--- src/rtl/systolic_ctrl_pkg.sv ---
// Shared types and sizing helpers for the systolic array sequencer.
//
// Contents:
//   ctrl_state_e  sequencer states (IDLE, LOAD_W, STREAM, DRAIN, DONE)
//   ctrl_mask_w   width of the per-PE control masks (ROW*COL)
//   CTRL_MASK_W   mask width for the default 4x4 array
package systolic_ctrl_pkg;

  typedef enum logic [2:0] {
    IDLE   = 3'd0,
    LOAD_W = 3'd1,
    STREAM = 3'd2,
    DRAIN  = 3'd3,
    DONE   = 3'd4
  } ctrl_state_e;

  function automatic int ctrl_mask_w(input int rows, input int cols);
    return rows * cols;
  endfunction

  localparam int DEF_ROW     = 4;
  localparam int DEF_COL     = 4;
  localparam int CTRL_MASK_W = ctrl_mask_w(DEF_ROW, DEF_COL);

endpackage

--- src/rtl/systolic_addr_cnt.sv ---
// Buffer address up-counter with synchronous clear and terminal-count flag.
//
// Ports:
//   clk_i   clock
//   rstn_i  synchronous active-low reset (count -> 0)
//   clr_i   synchronous clear, wins over en_i
//   en_i    count enable
//   last_i  terminal value; tc_o is high while cnt_o equals it
//   cnt_o   current count (a flop, usable directly as a registered address)
//   tc_o    terminal-count flag
module systolic_addr_cnt #(
  parameter int W = 8
) (
  input  logic         clk_i,
  input  logic         rstn_i,
  input  logic         clr_i,
  input  logic         en_i,
  input  logic [W-1:0] last_i,
  output logic [W-1:0] cnt_o,
  output logic         tc_o
);

  always_ff @(posedge clk_i) begin
    if (!rstn_i) begin
      cnt_o <= '0;
    end else if (clr_i) begin
      cnt_o <= '0;
    end else if (en_i) begin
      cnt_o <= cnt_o + W'(1);
    end
  end

  assign tc_o = (cnt_o == last_i);

endmodule

--- src/rtl/systolic_array_ctrl.sv ---
// Sequencer for a ROW x COL systolic array: loads weights, streams pre-skewed
// input rows, drives the per-PE load / sum-out masks and writes the skewed
// south-edge results to the output buffer.
//
// Optional build macro SYSTOLIC_CTRL_PERF_EN adds perf_cycles_o, a saturating
// count of busy cycles in the current or last job.
//
// Ports (all outputs registered, reset synchronous active-low):
//   clk_i, rstn_i            clock, reset
//   start_i, skip_load_i     start command (IDLE only), reuse resident weights
//   num_vec_i                vector count N, latched at an accepted start
//   busy_o, done_o           job in progress, one-cycle completion pulse
//   perf_cycles_o            busy-cycle counter (SYSTOLIC_CTRL_PERF_EN only)
//   wb_mem_ren_o/_addr_o     weight buffer read port
//   ib_mem_ren_o/_addr_o     input buffer read port
//   ob_mem_wen_o/_addr_o     output buffer write port
//   ctrl_load_o              per-PE weight-load mask
//   ctrl_sum_out_o           per-PE sum-out mask
module systolic_array_ctrl
  import systolic_ctrl_pkg::*;
#(
  parameter int WIDTH   = 8,
  parameter int ROW     = 4,
  parameter int COL     = 4,
  parameter int ADDR_W  = 8,
  parameter int CNT_W   = 8,
  parameter int OUT_LAT = ROW + 1
) (
  input  logic                 clk_i,
  input  logic                 rstn_i,
  input  logic                 start_i,
  input  logic                 skip_load_i,
  input  logic [CNT_W-1:0]     num_vec_i,
  output logic                 busy_o,
  output logic                 done_o,
`ifdef SYSTOLIC_CTRL_PERF_EN
  output logic [31:0]          perf_cycles_o,
`endif
  output logic                 wb_mem_ren_o,
  output logic [ADDR_W-1:0]    wb_mem_addr_o,
  output logic                 ib_mem_ren_o,
  output logic [ADDR_W-1:0]    ib_mem_addr_o,
  output logic                 ob_mem_wen_o,
  output logic [ADDR_W-1:0]    ob_mem_addr_o,
  output logic [ROW*COL-1:0]   ctrl_load_o,
  output logic [ROW*COL-1:0]   ctrl_sum_out_o
);

  localparam int MASK_W = ctrl_mask_w(ROW, COL);
  localparam int LAT_W  = (OUT_LAT > 1) ? $clog2(OUT_LAT) : 1;
  localparam logic [LAT_W-1:0] LAT_LAST = LAT_W'(OUT_LAT - 1);

  if (WIDTH < 1 || ROW < 1 || COL < 1 || OUT_LAT < 1) begin : g_bad_cfg
    $error("systolic_array_ctrl: WIDTH, ROW, COL and OUT_LAT must all be >= 1");
  end

  ctrl_state_e       state_q, state_d;
  logic              start_ok, busy_d, state_chg, stream_entry;
  logic [CNT_W-1:0]  n_q;
  logic [ADDR_W-1:0] wb_last, ib_last, ob_last;
  logic              wb_tc, ib_tc, ob_tc;
  logic              lat_run_q, ob_done_q;
  logic [LAT_W-1:0]  lat_cnt_q;

  // Terminal addresses: ROW weight rows, L = N+ROW-1 input rows,
  // W = N+COL-1 output words. Modular add keeps ROW/COL = 1 correct.
  assign wb_last = ADDR_W'(ROW - 1);
  assign ib_last = ADDR_W'(n_q) + ADDR_W'(ROW - 2);
  assign ob_last = ADDR_W'(n_q) + ADDR_W'(COL - 2);

  always_ff @(posedge clk_i) begin
    if (!rstn_i) begin
      state_q <= IDLE;
    end else begin
      state_q <= state_d;
    end
  end

  always_comb begin
    state_d  = state_q;
    start_ok = 1'b0;
    case (state_q)
      IDLE: begin
        if (start_i) begin
          start_ok = 1'b1;
          if (num_vec_i == '0)  state_d = DONE;
          else if (skip_load_i) state_d = STREAM;
          else                  state_d = LOAD_W;
        end
      end
      LOAD_W:  if (wb_tc)     state_d = STREAM;
      STREAM:  if (ib_tc)     state_d = DRAIN;
      DRAIN:   if (ob_done_q) state_d = DONE;
      DONE:    state_d = IDLE;
      default: state_d = IDLE;
    endcase
    busy_d       = (state_d == LOAD_W) || (state_d == STREAM) || (state_d == DRAIN);
    state_chg    = (state_d != state_q);
    stream_entry = (state_d == STREAM) && (state_q != STREAM);
  end

  systolic_addr_cnt #(.W(ADDR_W)) u_wb_cnt (
    .clk_i  (clk_i),
    .rstn_i (rstn_i),
    .clr_i  (state_chg),
    .en_i   (state_q == LOAD_W),
    .last_i (wb_last),
    .cnt_o  (wb_mem_addr_o),
    .tc_o   (wb_tc)
  );

  systolic_addr_cnt #(.W(ADDR_W)) u_ib_cnt (
    .clk_i  (clk_i),
    .rstn_i (rstn_i),
    .clr_i  (state_chg),
    .en_i   (state_q == STREAM),
    .last_i (ib_last),
    .cnt_o  (ib_mem_addr_o),
    .tc_o   (ib_tc)
  );

  // The write schedule can straddle STREAM -> DRAIN, so that one entry
  // must not clear the output address.
  systolic_addr_cnt #(.W(ADDR_W)) u_ob_cnt (
    .clk_i  (clk_i),
    .rstn_i (rstn_i),
    .clr_i  (state_chg && (state_d != DRAIN)),
    .en_i   (ob_mem_wen_o),
    .last_i (ob_last),
    .cnt_o  (ob_mem_addr_o),
    .tc_o   (ob_tc)
  );

  always_ff @(posedge clk_i) begin
    if (!rstn_i) begin
      busy_o         <= 1'b0;
      done_o         <= 1'b0;
      wb_mem_ren_o   <= 1'b0;
      ib_mem_ren_o   <= 1'b0;
      ob_mem_wen_o   <= 1'b0;
      ctrl_load_o    <= '0;
      ctrl_sum_out_o <= '0;
      n_q            <= '0;
      lat_run_q      <= 1'b0;
      lat_cnt_q      <= '0;
      ob_done_q      <= 1'b0;
    end else begin
      busy_o       <= busy_d;
      done_o       <= (state_d == DONE);
      wb_mem_ren_o <= (state_d == LOAD_W);
      ib_mem_ren_o <= (state_d == STREAM);
      if (start_ok) n_q <= num_vec_i;

      // Masks trail the read enables by the buffer's one-cycle read latency.
      ctrl_load_o    <= {MASK_W{wb_mem_ren_o}};
      ctrl_sum_out_o <= {MASK_W{(ib_mem_ren_o | ctrl_sum_out_o[0]) & busy_d}};

      if (state_q == IDLE) begin
        lat_run_q    <= 1'b0;
        ob_mem_wen_o <= 1'b0;
        ob_done_q    <= 1'b0;
      end

      // First input read happens in the first STREAM cycle; lat_cnt_q counts
      // from there so the first write lands exactly OUT_LAT cycles later.
      if (stream_entry) begin
        lat_run_q <= 1'b1;
        lat_cnt_q <= '0;
        ob_done_q <= 1'b0;
      end else if (lat_run_q) begin
        lat_cnt_q <= lat_cnt_q + LAT_W'(1);
        if (lat_cnt_q == LAT_LAST) begin
          lat_run_q    <= 1'b0;
          ob_mem_wen_o <= 1'b1;
        end
      end

      if (ob_mem_wen_o && ob_tc) begin
        ob_mem_wen_o <= 1'b0;
        ob_done_q    <= 1'b1;
      end
    end
  end

`ifdef SYSTOLIC_CTRL_PERF_EN
  always_ff @(posedge clk_i) begin
    if (!rstn_i) begin
      perf_cycles_o <= '0;
    end else if (start_ok) begin
      perf_cycles_o <= '0;
    end else if (busy_o && (perf_cycles_o != '1)) begin
      perf_cycles_o <= perf_cycles_o + 32'd1;
    end
  end
`endif

endmodule
--- config.mk ---
export PLATFORM = sky130hd
export DESIGN_NAME = systolic_array_ctrl
export DESIGN_NICKNAME = d
export VERILOG_FILES = /design/src/rtl/systolic_ctrl_pkg.sv /design/src/rtl/systolic_addr_cnt.sv /design/src/rtl/systolic_array_ctrl.sv
export SDC_FILE = /design/constraint.sdc
export NUM_CORES = 1
export LEC_CHECK = 0
export CAP_MARGIN = 20
export CORE_ASPECT_RATIO = 1.1
export CORE_MARGIN = 5
export CORE_UTILIZATION = 40
export CTS_CLUSTER_DIAMETER = 120
export DETAILED_ROUTE_END_ITERATION = 16
export PLACE_DENSITY = 0.71
export SYNTH_ARGS = -nofsm -noshare
export SYNTH_HDL_FRONTEND = slang
export SYNTH_SLANG_ARGS = --single-unit
--- constraint.sdc ---
create_clock -name clk_i -period 2.72 [get_ports clk_i]
set_input_delay 0.408 -clock clk_i [delete_from_list [all_inputs] [get_ports clk_i]]
set_output_delay 0.408 -clock clk_i [all_outputs]
set_load 0.005 [all_outputs]
## Word-level counts from Yosys, hierarchy flattened

Index checks and enable logic that the tools add are counted.

| operators by class | value |
|---|---|
| $add $sub $neg | 5 |
| multiply operators | 0 |
| divide/modulo/power cells | 0 |
| magnitude comparators | 0 |
| equal/unequal tests | 14 |
| shift-type cells | 0 |
| mux-type cells | 20 |
| bitwise gates (word level) | 3 |
| reductions and logical operators | 12 |

Operator list:

| cell | number |
|---|---|
| $add 8x1->8 const B | 3 |
| $eq 8x8->1 | 2 |
| $mux 3 | 5 |
| $mux 1 | 13 |
| $eq 3x2->1 const B | 4 |
| $pmux 3 s4 | 1 |
| $add 8x2->8 const B | 1 |
| $eq 8x2->1 const B | 1 |
| $logic_not 8->1 | 1 |
| $reduce_or 2->1 | 4 |
| $eq 3x1->1 const B | 2 |
| $eq 3x3->1 const B | 2 |
| $ne 3x2->1 const B | 2 |
| $add 3x1->3 const B | 1 |
| $logic_and 1x1->1 | 3 |
| $logic_not 3->1 | 1 |
| $ne 3x3->1 | 1 |
| $reduce_bool 3->1 | 1 |
| $logic_or 1x1->1 | 2 |
| $mux 2 | 1 |
| $and 1x1->1 | 1 |
| $not 1->1 | 1 |
| $or 1x1->1 | 1 |

| storage, ports and cells | value |
|---|---|
| register bits after elaboration | 47 |
| latch bits | 0 |
| memory bits (writable) | 0 |
| bits in read-only memories | 0 |
| input port bits | 12 |
| output and inout port bits | 61 |
| logic and storage cells | 69 |
| memories kept | 0 |

## Longest topological paths before layout

Gate-level depths: netlist (run 1).

| depth | value |
|---|---|
| depth after elaboration | 8 |
| mapped depth | 7 |
| gate-level depth less buffers | 7 |

## Hierarchy

A second synthesis (run 1) with hierarchy kept.

| second synthesis, totals | value |
|---|---|
| cells, all modules | 317 |
| area total of the unflattened synthesis | 2736.4 um2 |

Modules (own cells, without submodules):

| module | instances | cells each | area an instance (um2) | sequential area each (um2) |
|---|---|---|---|---|
| systolic_array_ctrl | 1 | 167 | 1433.9 | 460.4 |
| systolic_addr_cnt | 3 | 50 | 434.2 | 160.2 |

## Worst setup path after synthesis (run 1)

No wires, ideal clock.

| timing path | value |
|---|---|
| path type | reg-to-reg |
| start | register n_q[1] |
| end | register ob_mem_wen_o |
| setup time | 116 ps |
| arrival | 1816 ps |
| data required time | 2604 ps |
| setup slack | 788 ps |
| stages on the path, launching flop included | 7 |
| path buffers | 0 |
| period minus slack after synthesis | 1932 ps |
| cell sequence | dfxtp_1 ha_1 xor2_1 xor2_1 or4_1 nor4_1 and3b_1 |

| between the ends | value |
|---|---|
| cells in the longest elaborated chain, start to end | 7 |
| elaborated cells on any way between the ends | 10 |
| those cells by class | add/sub: 1; eq/ne: 3; mux: 3; reduce/logical: 3 |

RTL lines:

| item | RTL line | text |
|---|---|---|
| start: declaration | systolic_array_ctrl.sv:59 | `logic [CNT_W-1:0] n_q;` |
| start signal: assignment | systolic_array_ctrl.sv:152 | `if (start_ok) n_q <= num_vec_i;` |
| $add 8x2->8 (*) | systolic_array_ctrl.sv:68, systolic_array_ctrl.sv:69 |  |
| $eq 8x8->1 | systolic_addr_cnt.sv:33 | `assign tc_o = (cnt_o == last_i);` |
| $mux 3 | systolic_array_ctrl.sv:92 | `STREAM: if (ib_tc) state_d = DRAIN;` |
| $pmux 3 s4 | systolic_array_ctrl.sv:82 | `case (state_q)` |
| $eq 3x2->1 | systolic_array_ctrl.sv:99 | `stream_entry = (state_d == STREAM) && (state_q != STREAM);` |
| $logic_and 1x1->1 | systolic_array_ctrl.sv:99 |  |
| $mux 1 | systolic_array_ctrl.sv:166 | `if (stream_entry) begin` |
| end signal: assignment | systolic_array_ctrl.sv:160 | `ob_mem_wen_o <= 1'b0;` |
| end signal: assignment | systolic_array_ctrl.sv:174 | `ob_mem_wen_o <= 1'b1;` |
| end signal: assignment | systolic_array_ctrl.sv:179 | `ob_mem_wen_o <= 1'b0;` |
| end: declaration | systolic_array_ctrl.sv:43 | `output logic ob_mem_wen_o,` |

Mark *: on every way between the ends. The rest lies on a longest branch, timed or not.
A chain may end at the register's enable or synchronous reset.

## Worst setup path after layout (run 1)

| timing path | value |
|---|---|
| start | register state_q[0] |
| end | register ib_mem_ren_o |

| between the ends | value |
|---|---|
| cells in the longest elaborated chain, start to end | 3 |
| elaborated cells on any way between the ends | 10 |
| those cells by class | eq/ne: 4; mux: 5; reduce/logical: 1 |

RTL lines:

| item | RTL line | text |
|---|---|---|
| start: declaration | systolic_array_ctrl.sv:57 | `ctrl_state_e state_q, state_d;` |
| start signal: assignment | systolic_array_ctrl.sv:75 | `state_q <= state_d;` |
| $eq 3x2->1 (tied with other cells) | systolic_array_ctrl.sv:82 |  |
| $pmux 3 s4 (*) | systolic_array_ctrl.sv:82 |  |
| $eq 3x2->1 (*) | systolic_array_ctrl.sv:151 | `ib_mem_ren_o <= (state_d == STREAM);` |
| end signal: assignment | systolic_array_ctrl.sv:151 |  |
| end: declaration | systolic_array_ctrl.sv:41 | `output logic ib_mem_ren_o,` |

Marked as above.

==> results of run 1 <==
per-stage QoR:
stage | hold WS [ps] | total power, W | worst slack [ps] | instances | instance area (sq um)
after detailed placement | 440.5 | 0.0009705 | 428.2 | 419 | 3188
after global placement | 446.3 | 0.0009666 | 465.8 | 419 | 3188
final | 454.5 | 0.001402 | 596.3 | 427 | 3288
after CTS | 459.6 | 0.001422 | 597.4 | 427 | 3288
after global routing | 491.3 | 0.001482 | 418.4 | 427 | 3288
after floorplan | 451.1 | 0.0008880 | 788.0 | 299 | 2590
worst max-delay path, stage by stage, from the launching register on:
cell and delay, ps:
dfxtp_1 440, or3b_4 480, nor4_1 300, nand4b_1 220, or3_1 430, and3_1 160
synth_stat cells (6+ instances only):
library cell	count
nand2_1	31
xor2_1	19
nand3_1	12
dfxtp_1	47
xnor2_1	23
o21ai_0	10
nor2_1	32
buf_4	30
a21boi_0	9
ha_1	6
power by group:
group          internal [W]  leakage, nW  switching [W]  total (W)
Combinational      0.000116        0.754       0.000100   0.000217
Clock              0.000232       0.0515       0.000217   0.000449
Sequential         0.000707        0.381      0.0000288   0.000736
Total               0.00106         1.19       0.000346    0.00140
final cells by class:
| type | count | area, sq um |
|---|---|---|
| Clock buffer | 8 | 100.1 |
| Fill cell | 619 | 2943 |
| Inverter | 4 | 15.01 |
| Multi-Input combinational cell | 211 | 1374 |
| Sequential cell | 47 | 940.9 |
| Tap cell | 80 | 100.1 |
| Timing Repair Buffer | 77 | 758.2 |
cell families after synthesis:
| group | count (synthesis) | synth area share (%) |
|---|---|---|
| mux | 2 | 0.7730 |
| compound gates | 42 | 11.74 |
| simple gates | 119 | 23.43 |
| xor+xnor | 42 | 14.20 |
| flops | 47 | 36.33 |
| fa+ha+maj | 6 | 2.898 |
| buf+inv | 41 | 10.63 |
sequential cells by signal, summed over array words and instances (netlist names):
| name | count |
|---|---|
| wb_mem_ren_o | 1 |
| ob_done_q | 1 |
| ctrl_sum_out_o | 1 |
| u_ib_cnt.cnt_o | 8 |
| ib_mem_ren_o | 1 |
| u_wb_cnt.cnt_o | 8 |
| state_q | 3 |
| busy_o | 1 |
| lat_run_q | 1 |
| done_o | 1 |
| u_ob_cnt.cnt_o | 8 |
| ob_mem_wen_o | 1 |
| lat_cnt_q | 3 |
| n_q | 8 |
| ctrl_load_o | 1 |
per-layer routing:
layer	part of all wire [%]	vias to the layer above
met5	0	-
met4	1.0	0
met3	6.7	6
met2	47	60
met1	45	983
li1	-	1086
worst paths after layout:
path	slack [ps]	start	to	depth (start not counted)
max	600	state_q[0]	ib_mem_ren_o	5
min	450	ib_mem_ren_o	ctrl_sum_out_o[0]	1
max reg2reg	600	state_q[0]	ib_mem_ren_o	5
min reg2reg	450	ib_mem_ren_o	ctrl_sum_out_o[0]	1
==> impl_results.md, run 1 <==
* Core region area at 0.006231 sq mm
* Worst Tran Pin Value at around 770 ps
* Final hold violation count at 0
* Post-CTS Setup Bufs at 0
* Ys flop type: dfxtp_1
* Die Y at 94.40 um
* Final period util at 78.08%
* Worst-skew pair later-pin latency at 290 ps
* Synth Register Bits at 47
* Overall Global Routing Usage at 14.96%
* Proportion of layout cells with a drive suffix above 1 at between 4 and 5%
* CTS resizes at 0
* Final wirelength at 5823 um
* Ys Warns at 0
* Die W at 86.72 um
* Post-synth top area share at 36.33%
* Synth Net Count at 317
* Met2 Use GR at 24.11%
* Post-detail-place hpwl at 4573 um
* Critical Path RT at 2910 ps
* TritonCTS buffer count at 5
* Synthesis-to-layout area growth at 26.96%
* Drc violations at 0
* CP Launch Type: register
* Initial Utilization at about two fifths
* Vias at 2135
* Via-to-Cell Ratio at 5.000
* GR peak layer: met2
* Post-Syn Instances at 299
* Most frequent cells in the layout: clkdlybuf4s50_1 (72), dfxtp_1 (47), nor2_1 (32)
* Final slew viol count at 0
* Wire per inst at 13.64 um
* Cell Area, Synth at 0.002590 sq mm
* Crit Path Max Fanout at 12
* Syn avg cell area at 8.662 sq um
* RSZ-0062 raised after global routing: false
* Worst min-delay path class: reg2reg
* Largest cells by area after synthesis: dfxtp_1 (36%), buf_4 (8.7%), xnor2_1 (7.8%)
* Synth unique cells at 46
* Die area at 0.008186 sq mm
* Routability cong. at 0.8653
* Fin Setup TNS at 0 ps
* Iteration count of the initial detailed-routing pass at 4
* Run status: complete, no violations
* GR Util met3 at 3.141%
* CTS tree: yes
* Row count at 30
* Routing usage on met1 at 20.40%
* Clock transition at path regs at roughly 80 ps
* Vias in the first global route at 2032
* Max rail drop VDD at roughly 220 uV
* Post-synthesis sequential area ratio at about 36%
* Crit path DAT at 2320 ps
* Final setup viols at 0
* Max_cap viols at 0
* Fmax at 470.9 MHz
* Crit. End Element: register
* Most common cell after layout, fill and taps aside: clkdlybuf4s50_1
* Final Critical Period at between 2000 and 2500 ps
* PortBufs at 72
* Synth async-reset ratio at 0%
* First-pass GRT wire length at 10030 um
* IO Pins at 73
* # hold bufs at CTS at 0
* Gr ovfl total at 0
* CTS Root Cell: clkbuf_8
* Crit Path Category: reg2reg
* Final net count at between 300 and 400
* DRT iter0 DRCs at 129
* P per Cell Area at 426.4 mW/mm^2
* Sink Count at 47
* ANT nets after route at 0
* Lkg Pwr at 1.186 nW
* Number of synthesized flops with an enable pin at 0
* Initial antenna violation count at 0
* Largest area contributor in the netlist: dfxtp_1
* Worst Skew at 3.706 ps
* Largest net degree at the start of global routing at 18
* Deepest clock path buffer count at 2
* H-tree depth at 2
* Slew HR at 48.70%
* Final core occ at 52.77%
* # diodes at 0
No activity file was read; power rests on OpenSTA's default activity.
==> run 2, diff against run 1 <==
--- a/config.mk
+++ b/config.mk
@@ -11,7 +11,7 @@
 export CORE_UTILIZATION = 40
 export CTS_CLUSTER_DIAMETER = 120
 export DETAILED_ROUTE_END_ITERATION = 16
-export PLACE_DENSITY = 0.71
+export PLACE_DENSITY = 0.73
 export SYNTH_ARGS = -nofsm -noshare
 export SYNTH_HDL_FRONTEND = slang
 export SYNTH_SLANG_ARGS = --single-unit
==> constraint.sdc (replaced) <==
create_clock -name clk_i -period 1.72 [get_ports clk_i]
set_input_delay 0.258 -clock clk_i [delete_from_list [all_inputs] [get_ports clk_i]]
set_output_delay 0.258 -clock clk_i [all_outputs]
set_load 0.005 [all_outputs]
==> run 2 against run 1 <==
The run now ends with negative setup slack left. Critical endpoint unchanged. Sequential cell count unchanged. First-iteration DRC count decreased by 4.7%. Global-route usage increased by 2.6 points. Sequential share of layout area decreased by 5.2 points. Combinational power increased by 150%. Worst hold slack improved by 19 ps.
==> impl_results.md, run 2 (same netlist as run 1, synthesis figures left out) <==
* Crit Path Max Fanout at 2 (-10)
* Final setup viols at 31 (+31)
* Crit Path Category: reg2reg
* DRT iter0 DRCs at 123 (-4.7%)
* RSZ-0062 raised after global routing: true
* TritonCTS buffer count at 5 (unchanged)
* CP Launch Type: register
* Most common cell after layout, fill and taps aside: clkdlybuf4s50_1
* Overall Global Routing Usage at 17.53% (+2.6 points)
* Iteration count of the initial detailed-routing pass at 4 (unchanged)
* Final slew viol count at 0 (unchanged)
* Run status: finished with violations
* Final wirelength at 7230 um (+24%)
* Worst Skew at 6.106 ps (+2.401 ps)
* Crit. End Element: register
* Cell Area, Placed at 0.003669 sq mm (+15%)
* Wire per inst at 14.67 um (+7.5%)
* Final Worst Setup Slack at -172.1 ps (-768.4 ps)
* PortBufs at 72 (unchanged)
* Sink Count at 47 (unchanged)
* Core region area at 0.006231 sq mm (unchanged)
* Worst min-delay path class: reg2reg
* Worst-skew pair later-pin latency at 310 ps (+20 ps)
* Min Hold Slack at 473.1 ps (+18.64 ps)
* Deepest clock path buffer count at 2 (unchanged)
* Initial Utilization at 41.57% (unchanged)
* P per Cell Area at 579.2 mW/mm^2 (+36%)
* Slew HR at 78.04% (+29 points)
* Final period util at 110.0% (+32 points)
* Final hold violation count at 0 (unchanged)
* Post-Place Cells at 474 (+13%)
* CTS tree: yes
* Post-detail-place hpwl at 5151 um (+13%)
* Row count at 30 (unchanged)
* Clock transition at path regs at 90 ps (about the same)
* Fmax at 528.5 MHz (+12%)
* Critical Path RT at 1930 ps (-980 ps)
* Lkg Pwr at 1.548 nW (+31%)
* Drc violations at 0 (unchanged)
* Die W at 86.72 um (unchanged)
* Die Y at 94.40 um (unchanged)
* # diodes at 0 (unchanged)
* Synthesis-to-layout area growth at 58.45%
* First-pass GRT wire length at 11440 um (+14%)
* Worst R2R Path Depth at 6 (+1)
* Max_cap viols at 0 (unchanged)
* Vias in the first global route at 2464 (+21%)
* Final net count at 430 (+18%)
* Post-route insts no fill at 493 (+15%)
* Via-to-Cell Ratio at 5.002 (about the same)
* H-tree depth at 2 (unchanged)
* Worst Tran Pin Value at 328.0 ps (-439.5 ps)
* Max rail drop VDD at 352.7 uV (+59%)
* Vias at 2466 (+16%)
* Routability cong. at 0.8598 (-0.64%)
* Largest net degree at the start of global routing at 18 (unchanged)
* Proportion of layout cells with a drive suffix above 1 at 32.69% (+28 points)
* Gr ovfl total at 0 (unchanged)
* Crit path DAT at 2110 ps (-210 ps)
* Most frequent cells in the layout: clkdlybuf4s50_1 (72), buf_4 (62), dfxtp_1 (38)
* IO Pins at 73 (unchanged)
* Hold depth at 1 (unchanged)
* ANT nets after route at 0 (unchanged)
* Failing checks: negative setup slack
* Final instance area at 0.004104 sq mm (+25%)
* Initial antenna violation count at 0 (unchanged)
* Final Critical Period at 1892 ps (-231.6 ps)
* Die area at 0.008186 sq mm (unchanged)
* CTS Root Cell: clkbuf_8
[run 2: changes by cell type in the layout (fill, tap and decap cells not counted), sizes merged]
cell | previous run | this run
buf | 5 | 71
clkbuf | 8 | 5
clkinv | 0 | 2
inv | 4 | 5
[run 2: metrics by stage]
step / setup TNS (ps) / util [%] / setup WS (ps) / total power [W]
after floorplan: -14.06 / - / -12.27 / 0.001410
after detailed placement: -8552 / 58.88 / -377.8 / 0.001611
final: -2440 / 65.86 / -172.1 / 0.002377
after global placement: -6388 / 58.88 / -330.2 / 0.001598
after global routing: -4864 / 65.86 / -213.6 / 0.002480
after CTS: -1257 / 63.27 / -108.7 / 0.002328
[run 2: final timing paths]
check | from | end | slack, ps
max | n_q[1] | ib_mem_ren_o | -170
min | ib_mem_ren_o | ctrl_sum_out_o[0] | 470
max reg2reg | n_q[1] | ib_mem_ren_o | -170
min reg2reg | ib_mem_ren_o | ctrl_sum_out_o[0] | 470
[run 2: final cells by class]
cell class,instances,area (sq um)
Sequential cell,47,959.7
Clock inverter,3,18.77
Tap cell,80,100.1
Multi-Input combinational cell,211,1645
Fill cell,520,2127
Timing Repair Buffer,143,1296
Clock buffer,5,68.82
Inverter,4,15.01
[run 2: worst max-delay path, cell delays in order (launching register included)]
cell      delay [ps]
dfxtp_4          360
ha_4             250
xor2_2           160
nor4_4           240
nand4b_1         210
or3_4            430
and3_4           150
[run 2: routing by layer]
metal / part of all wire [%] / global-route usage, %
met1: 40 / 20.81
met5: 0 / 0
met3: 5.6 / 3.665
met4: 2.3 / 5.455
met2: 52 / 31.38
[run 2: repair_timing]
action                                  in CTS  in global routing
setup buffers                                6                  5
pin swaps                                    9                 20
endpoints found under the setup margin      68                 36
hold endpoints to repair                     0                  0
hold buffers                                 0                  0
resized for setup                           29                 35
[run 2: power by group]
group	internal [W]	total [W]	switching, W
logic	0.000300	0.000542	0.000242
clock network	0.000287	0.000678	0.000391
registers	0.00112	0.00116	0.0000385
==> run 3, diff against run 2 <==
--- a/config.mk
+++ b/config.mk
@@ -11,7 +11,8 @@
 export CORE_UTILIZATION = 40
 export CTS_CLUSTER_DIAMETER = 120
 export DETAILED_ROUTE_END_ITERATION = 16
-export PLACE_DENSITY = 0.73
+export PLACE_DENSITY = 0.71
 export SYNTH_ARGS = -nofsm -noshare
 export SYNTH_HDL_FRONTEND = slang
 export SYNTH_SLANG_ARGS = --single-unit
+export TNS_END_PERCENT = 30
==> constraint.sdc (replaced) <==
create_clock -name clk_i -period 1.9 [get_ports clk_i]
set_input_delay 0.285 -clock clk_i [delete_from_list [all_inputs] [get_ports clk_i]]
set_output_delay 0.285 -clock clk_i [all_outputs]
set_load 0.005 [all_outputs]
==> run 3 against run 2 <==
The run now ends clean. Non-clock buffer count decreased by 28. Clock power decreased by 14%. Clock skew decreased by 1.4 ps. Cell area decreased by 10%. Via count decreased by 7.0%. Register-to-register slack improved by 210 ps. Critical path depth unchanged. Critical path type unchanged. Critical endpoint unchanged.
==> impl_results.md, run 3 (same netlist as run 1, synthesis figures left out) <==
* Overall Global Routing Usage at 15.92% (-1.6 points)
* Cell Area, Placed at 0.003478 sq mm (-5.2%)
* Final core occ at 58.96% (-6.9 points)
* Post-Place Cells at 455 (-4.0%)
* Run status: complete, no violations
* Initial Utilization at 41.57% (unchanged)
* CP Launch Type: register
* Post-route insts no fill at 465 (-5.7%)
* Met3 Wirelength at 335 um (-17%)
* Critical Path RT at 2100 ps (+170 ps)
* Worst-skew pair later-pin latency at 300 ps (about the same)
* Crit Path Max Fanout at 2 (unchanged)
* Clock transition at path regs at 80 ps (about the same)
* Final slew viol count at 0 (unchanged)
* Die area at 0.008186 sq mm (unchanged)
* Crit. End Element: register
* Vias at 2294 (-7.0%)
* CTS tree: yes
* Lkg Pwr at 1.393 nW (-10%)
* Iteration count of the initial detailed-routing pass at 4 (unchanged)
* Via-to-Cell Ratio at 4.933 (-1.4%)
* CTS Root Cell: clkbuf_8
* Max rail drop VDD at 286.8 uV (-19%)
* ANT nets after route at 0 (unchanged)
* Overall Power at 0.002040 W (-14%)
* Fmax at 538.1 MHz (+1.8%)
* Flop-to-flop setup slack at 40 ps (+210 ps)
* IO Pins at 73 (unchanged)
* Core region area at 0.006231 sq mm (unchanged)
* H-tree depth at 2 (unchanged)
* Post-detail-place hpwl at 4893 um (-5.0%)
* Met2 WL post-DR at 3150 um (-16%)
* Gr ovfl total at 0 (unchanged)
* Vias in the first global route at 2217 (-10%)
* Routability cong. at 0.8325 (-3.2%)
* Wire per inst at 13.81 um (-5.8%)
* Deepest clock path buffer count at 2 (unchanged)
* Final instance area at 0.003674 sq mm (-10%)
* Crit Path Category: reg2reg
* Proportion of layout cells with a drive suffix above 1 at 18.96% (-14 points)
* PortBufs at 72 (unchanged)
* Largest net degree at the start of global routing at 18 (unchanged)
* Worst Skew at 4.705 ps (-1.402 ps)
* Die W at 86.72 um (unchanged)
* Sink Count at 47 (unchanged)
* First-pass GRT wire length at 10480 um (-8.4%)
* Final Critical Period at 1858 ps (-33.81 ps)
* Final period util at 97.80% (-12 points)
* # hold bufs at CTS at 0 (unchanged)
* Final net count at 402 (-6.5%)
* Final hold violation count at 0 (unchanged)
* Post-Route M1 WL at 2839 um (-2.7%)
* Worst Tran Pin Value at 452.2 ps (+124.2 ps)
* Filler Cells Inserted at 568 (+9.2%)
* Drc violations at 0 (unchanged)
* DRT iter0 DRCs at 87 (-29%)
* Max_cap viols at 0 (unchanged)
* Initial antenna violation count at 0 (unchanged)
* Final setup viols at 0 (-100%)
* Final wirelength at 6422 um (-11%)
* Worst min-delay path class: reg2reg
* Most common cell after layout, fill and taps aside: clkdlybuf4s50_1
* Most frequent cells in the layout: clkdlybuf4s50_1 (72), buf_4 (42), dfxtp_1 (41)
* Crit path DAT at 2060 ps (-50 ps)
* Slew HR at 69.81% (-8.2 points)
* RSZ-0062 raised after global routing: true
* Max Used Layer: met4
* TritonCTS buffer count at 5 (unchanged)
* Die Y at 94.40 um (unchanged)
* P per Cell Area at 555.3 mW/mm^2 (-4.1%)
* Synthesis-to-layout area growth at 41.84%
* # diodes at 0 (unchanged)
* Row count at 30 (unchanged)
-- run 3: cell types whose count changed in the layout (fill, tap and decap cells not counted), moves of 2 or more --
cell	previous run	this run
nand3_2	2	0
nand3_1	10	12
dfxtp_1	38	41
nor2_1	14	32
buf_4	62	42
nor2_2	11	0
clkbuf_1	0	2
nor2_4	7	0
a21oi_1	1	5
a21oi_2	4	0
dfxtp_4	3	0
buf_6	8	0
-- run 3: power by group --
part           switching, W  total [W]  internal (W)
Combinational      0.000184   0.000415      0.000231
Sequential        0.0000305    0.00104       0.00101
Clock              0.000322   0.000580      0.000259
-- run 3: final timing paths --
| kind | from | endpoint | cells after the start |
|---|---|---|---|
| setup / recovery | n_q[1] | ib_mem_ren_o | 6 |
| hold / removal | ib_mem_ren_o | ctrl_sum_out_o[0] | 1 |
| setup reg to reg | n_q[1] | ib_mem_ren_o | 6 |
| hold reg to reg | ib_mem_ren_o | ctrl_sum_out_o[0] | 1 |
-- run 3: area by class of cell --
type / count / area [sq um] / share of cell area [%]
multi-input cells: 211 / 1473 / 40.09
repair buffers: 115 / 1056 / 28.75
flip-flops and latches: 47 / 948.4 / 25.82
well taps: 80 / 100.1 / 2.725
clock buffers: 7 / 76.32 / 2.078
inverters: 4 / 15.01 / 0.4087
clock inverters: 1 / 5.005 / 0.1362
-- run 3: timing repair --
item,CTS,global route
hold endpoints to repair,0,0
endpoints found under the setup margin,18,29
pin swaps,4,8
gates cloned,0,0
buffers inserted,0,2
gates resized for setup,5,17
-- run 3: worst max-delay path, cell delays in order, from the launching register on --
cell and delay, ps:
dfxtp_2 340, ha_4 260, xor2_2 160, nor4_4 210, nand4b_1 200, or3_4 440, and3_1 150
-- run 3: per-layer routing --
layer / global-route usage, % / vias up
met5: 0 / -
met4: 6.494 / 0
met3: 3.403 / 7
met2: 26.40 / 65
met1: 19.97 / 1067
li1: - / 1155
-- run 3: through the flow --
| stage | setup slack, ps | hold slack (ps) | setup TNS (ps) |
|---|---|---|---|
| 6_report | 41.72 | 463.3 | 0 |
| 5_1_grt | -48.38 | 488.6 | -82.34 |
| 2_1_floorplan | 0.2753 | 429.9 | 0 |
| 3_3_place_gp | -212.0 | 453.3 | -1043 |
| 3_5_place_dp | -254.8 | 450.3 | -1418 |
| 4_1_cts | 0.8382 | 469.2 | 0 |
==> RTL edit: new RTL, config.mk and constraints of run 3 <==
Change the parameter `ADDR_W` from 8 to 7.
--- a/src/rtl/systolic_array_ctrl.sv
+++ b/src/rtl/systolic_array_ctrl.sv
@@ -22,7 +22,7 @@
   parameter int WIDTH   = 8,
   parameter int ROW     = 4,
   parameter int COL     = 4,
-  parameter int ADDR_W  = 8,
+  parameter int ADDR_W  = 7,
   parameter int CNT_W   = 8,
   parameter int OUT_LAT = ROW + 1
 ) (
Interface: changed (resized ib_mem_addr_o, ob_mem_addr_o and wb_mem_addr_o); port bits go from 73 to 70. No check against the original RTL was run, so the function may have changed too.
==> RTL edit against run 3 <==
  * The run now ends with negative setup slack left
  * Non-clock buffer count fell by 5
  * Sequential cell count shrank 4
  * Utilization is 1.2 points higher
  * Routed wire length fell by 13%
  * Setup slack got worse by 0.089 ns
  * Count of clock-buffer cells in the layout fell by 2
  * Power fell by 6.8%
  * Global-route usage is 0.75 points lower
  * Critical path depth up 1
  * Area after synthesis is 11% lower
  * Cell area fell by 6.7%
  * Cell count fell by 11%
==> RTL edit: results (changes against run 3) <==
- After synthesis, the cell types taking the most area are dfxtp_1 (37%), buf_4 (9.8%), xnor2_1 (7.6%), xor2_1 (6.5%), nand2_1 (4.9%).
- The total number of vias is 2005 (-13%).
- The slowest cell on the critical path is or4_4.
- The detailed route wirelength on metal3 came to 310 um (-7.5%).
- The leakage power was 1.304 nW (-6.4%).
- The min-delay analysis places its worst path in the category input pin to register.
- The number of signal-net buffers in the layout is 110 (-4.3%).
- The total half-perimeter wirelength after legalization and detailed placement was 4213 um (-14%).
- In this run the most critical hold path is launched from num_vec_i[0].
- The checks that failed: negative setup slack.
- The number of failing setup endpoints in the final timing report is 1 (+1).
- The count of nets after finishing was 356 (-11%).
- The starting DRC count in detailed routing is 80 (-8.0%).
- The met2 routed wirelength was 2831 um (-10%).
- The flow ran to the end, but the final reports show violations.
- The net count after synthesis came to 278 (-12%).
- The non-clock buffer contribution to total cell area is 29.77% (+1.0 points).
- The highest net fanout along the worst path is 4 (+2).
- The multi-input gate count is 173 (-18%).
- The post-route clock skew is 0.005475 ns (+0.0007700 ns).
- The smallest setup slack after layout came to -0.04746 ns (-0.08917 ns).
- The global-route met3 utilization is 3.293% (-0.11 points).
- The global-route track usage on met1 is 19.23% (-0.74 points).
- The routed length per instance is 13.50 um (-2.3%).
- Ranked by instance count, the synthesized netlist is headed by dfxtp_1 (43), buf_4 (30), nand2_1 (30), xnor2_1 (20), nor2_1 (18).
- The proportion of cell area spent on the clock network came to 2.447% (+0.23 points).
- The global-route wire length before repair is 8673 um (-17%).
- The maximum cell stage delay along the critical path came to 0.55 ns (+0.11 ns).
- The number of non-clock inverters is 5 (+1).
- The final-layout fill cell count is 477 (-16%).
- The worst reg2reg path depth was 7 (+1).
- The met2 track demand over resource in global routing is 25.29% (-1.1 points).
- The post-synthesis cell type count is 41 (-11%).
- The source of the worst register-to-register timing path is u_wb_cnt.cnt_o[2].
==> RTL edit: power groups by stage <==
| stage | combinational (mW) | sequential, mW | clock [mW] |
|---|---|---|---|
| 6_report | 0.376 | 0.962 | 0.563 |
| 5_1_grt | 0.405 | 0.968 | 0.614 |
| 4_1_cts | 0.356 | 0.958 | 0.576 |
| 3_5_place_dp | 0.351 | 0.980 | 0 |
| 3_3_place_gp | 0.346 | 0.977 | 0 |
| 2_1_floorplan | 0.184 | 0.976 | 0 |
==> RTL edit: stage by stage <==
step	TNS, ns	cells	setup WS [ns]	hold slack [ns]	area, um2
2_1_floorplan	0	260	0.0006741	0.4067	2313
3_3_place_gp	-12.96	407	-0.4934	0.4475	3148
3_5_place_dp	-14.79	407	-0.5261	0.4513	3148
4_1_cts	-0.1059	415	-0.05324	0.4678	3278
5_1_grt	-0.3304	416	-0.1183	0.2942	3426
6_report	-0.04746	416	-0.04746	0.2863	3426
==> RTL edit: kinds of logic (layout without fill, tap and decap cells) <==
group,Yosys count,after routing,share of synthesized area (%)
AO/OA/AOI/OAI,28,28,8.144
XOR/XNOR,37,37,14.06
adder cells (fa/ha/maj),6,6,3.257
buffers and inverters,44,123,12.32
flip-flops,43,43,37.35
multiplexers,4,4,1.737
AND/OR/NAND/NOR,98,98,23.13
==> RTL edit: how the worst max path moves through the flow <==
| stage | from | endpoint |
|---|---|---|
| CTS | u_wb_cnt.cnt_o[3] | ob_mem_wen_o |
| finish | u_wb_cnt.cnt_o[2] | ob_mem_wen_o |
| global route | u_wb_cnt.cnt_o[2] | ob_mem_wen_o |
| detailed placement | num_vec_i[0] | u_ib_cnt.cnt_o[2] |
| floorplan | u_wb_cnt.cnt_o[3] | u_ib_cnt.cnt_o[6] |
| global placement | num_vec_i[4] | wb_mem_ren_o |
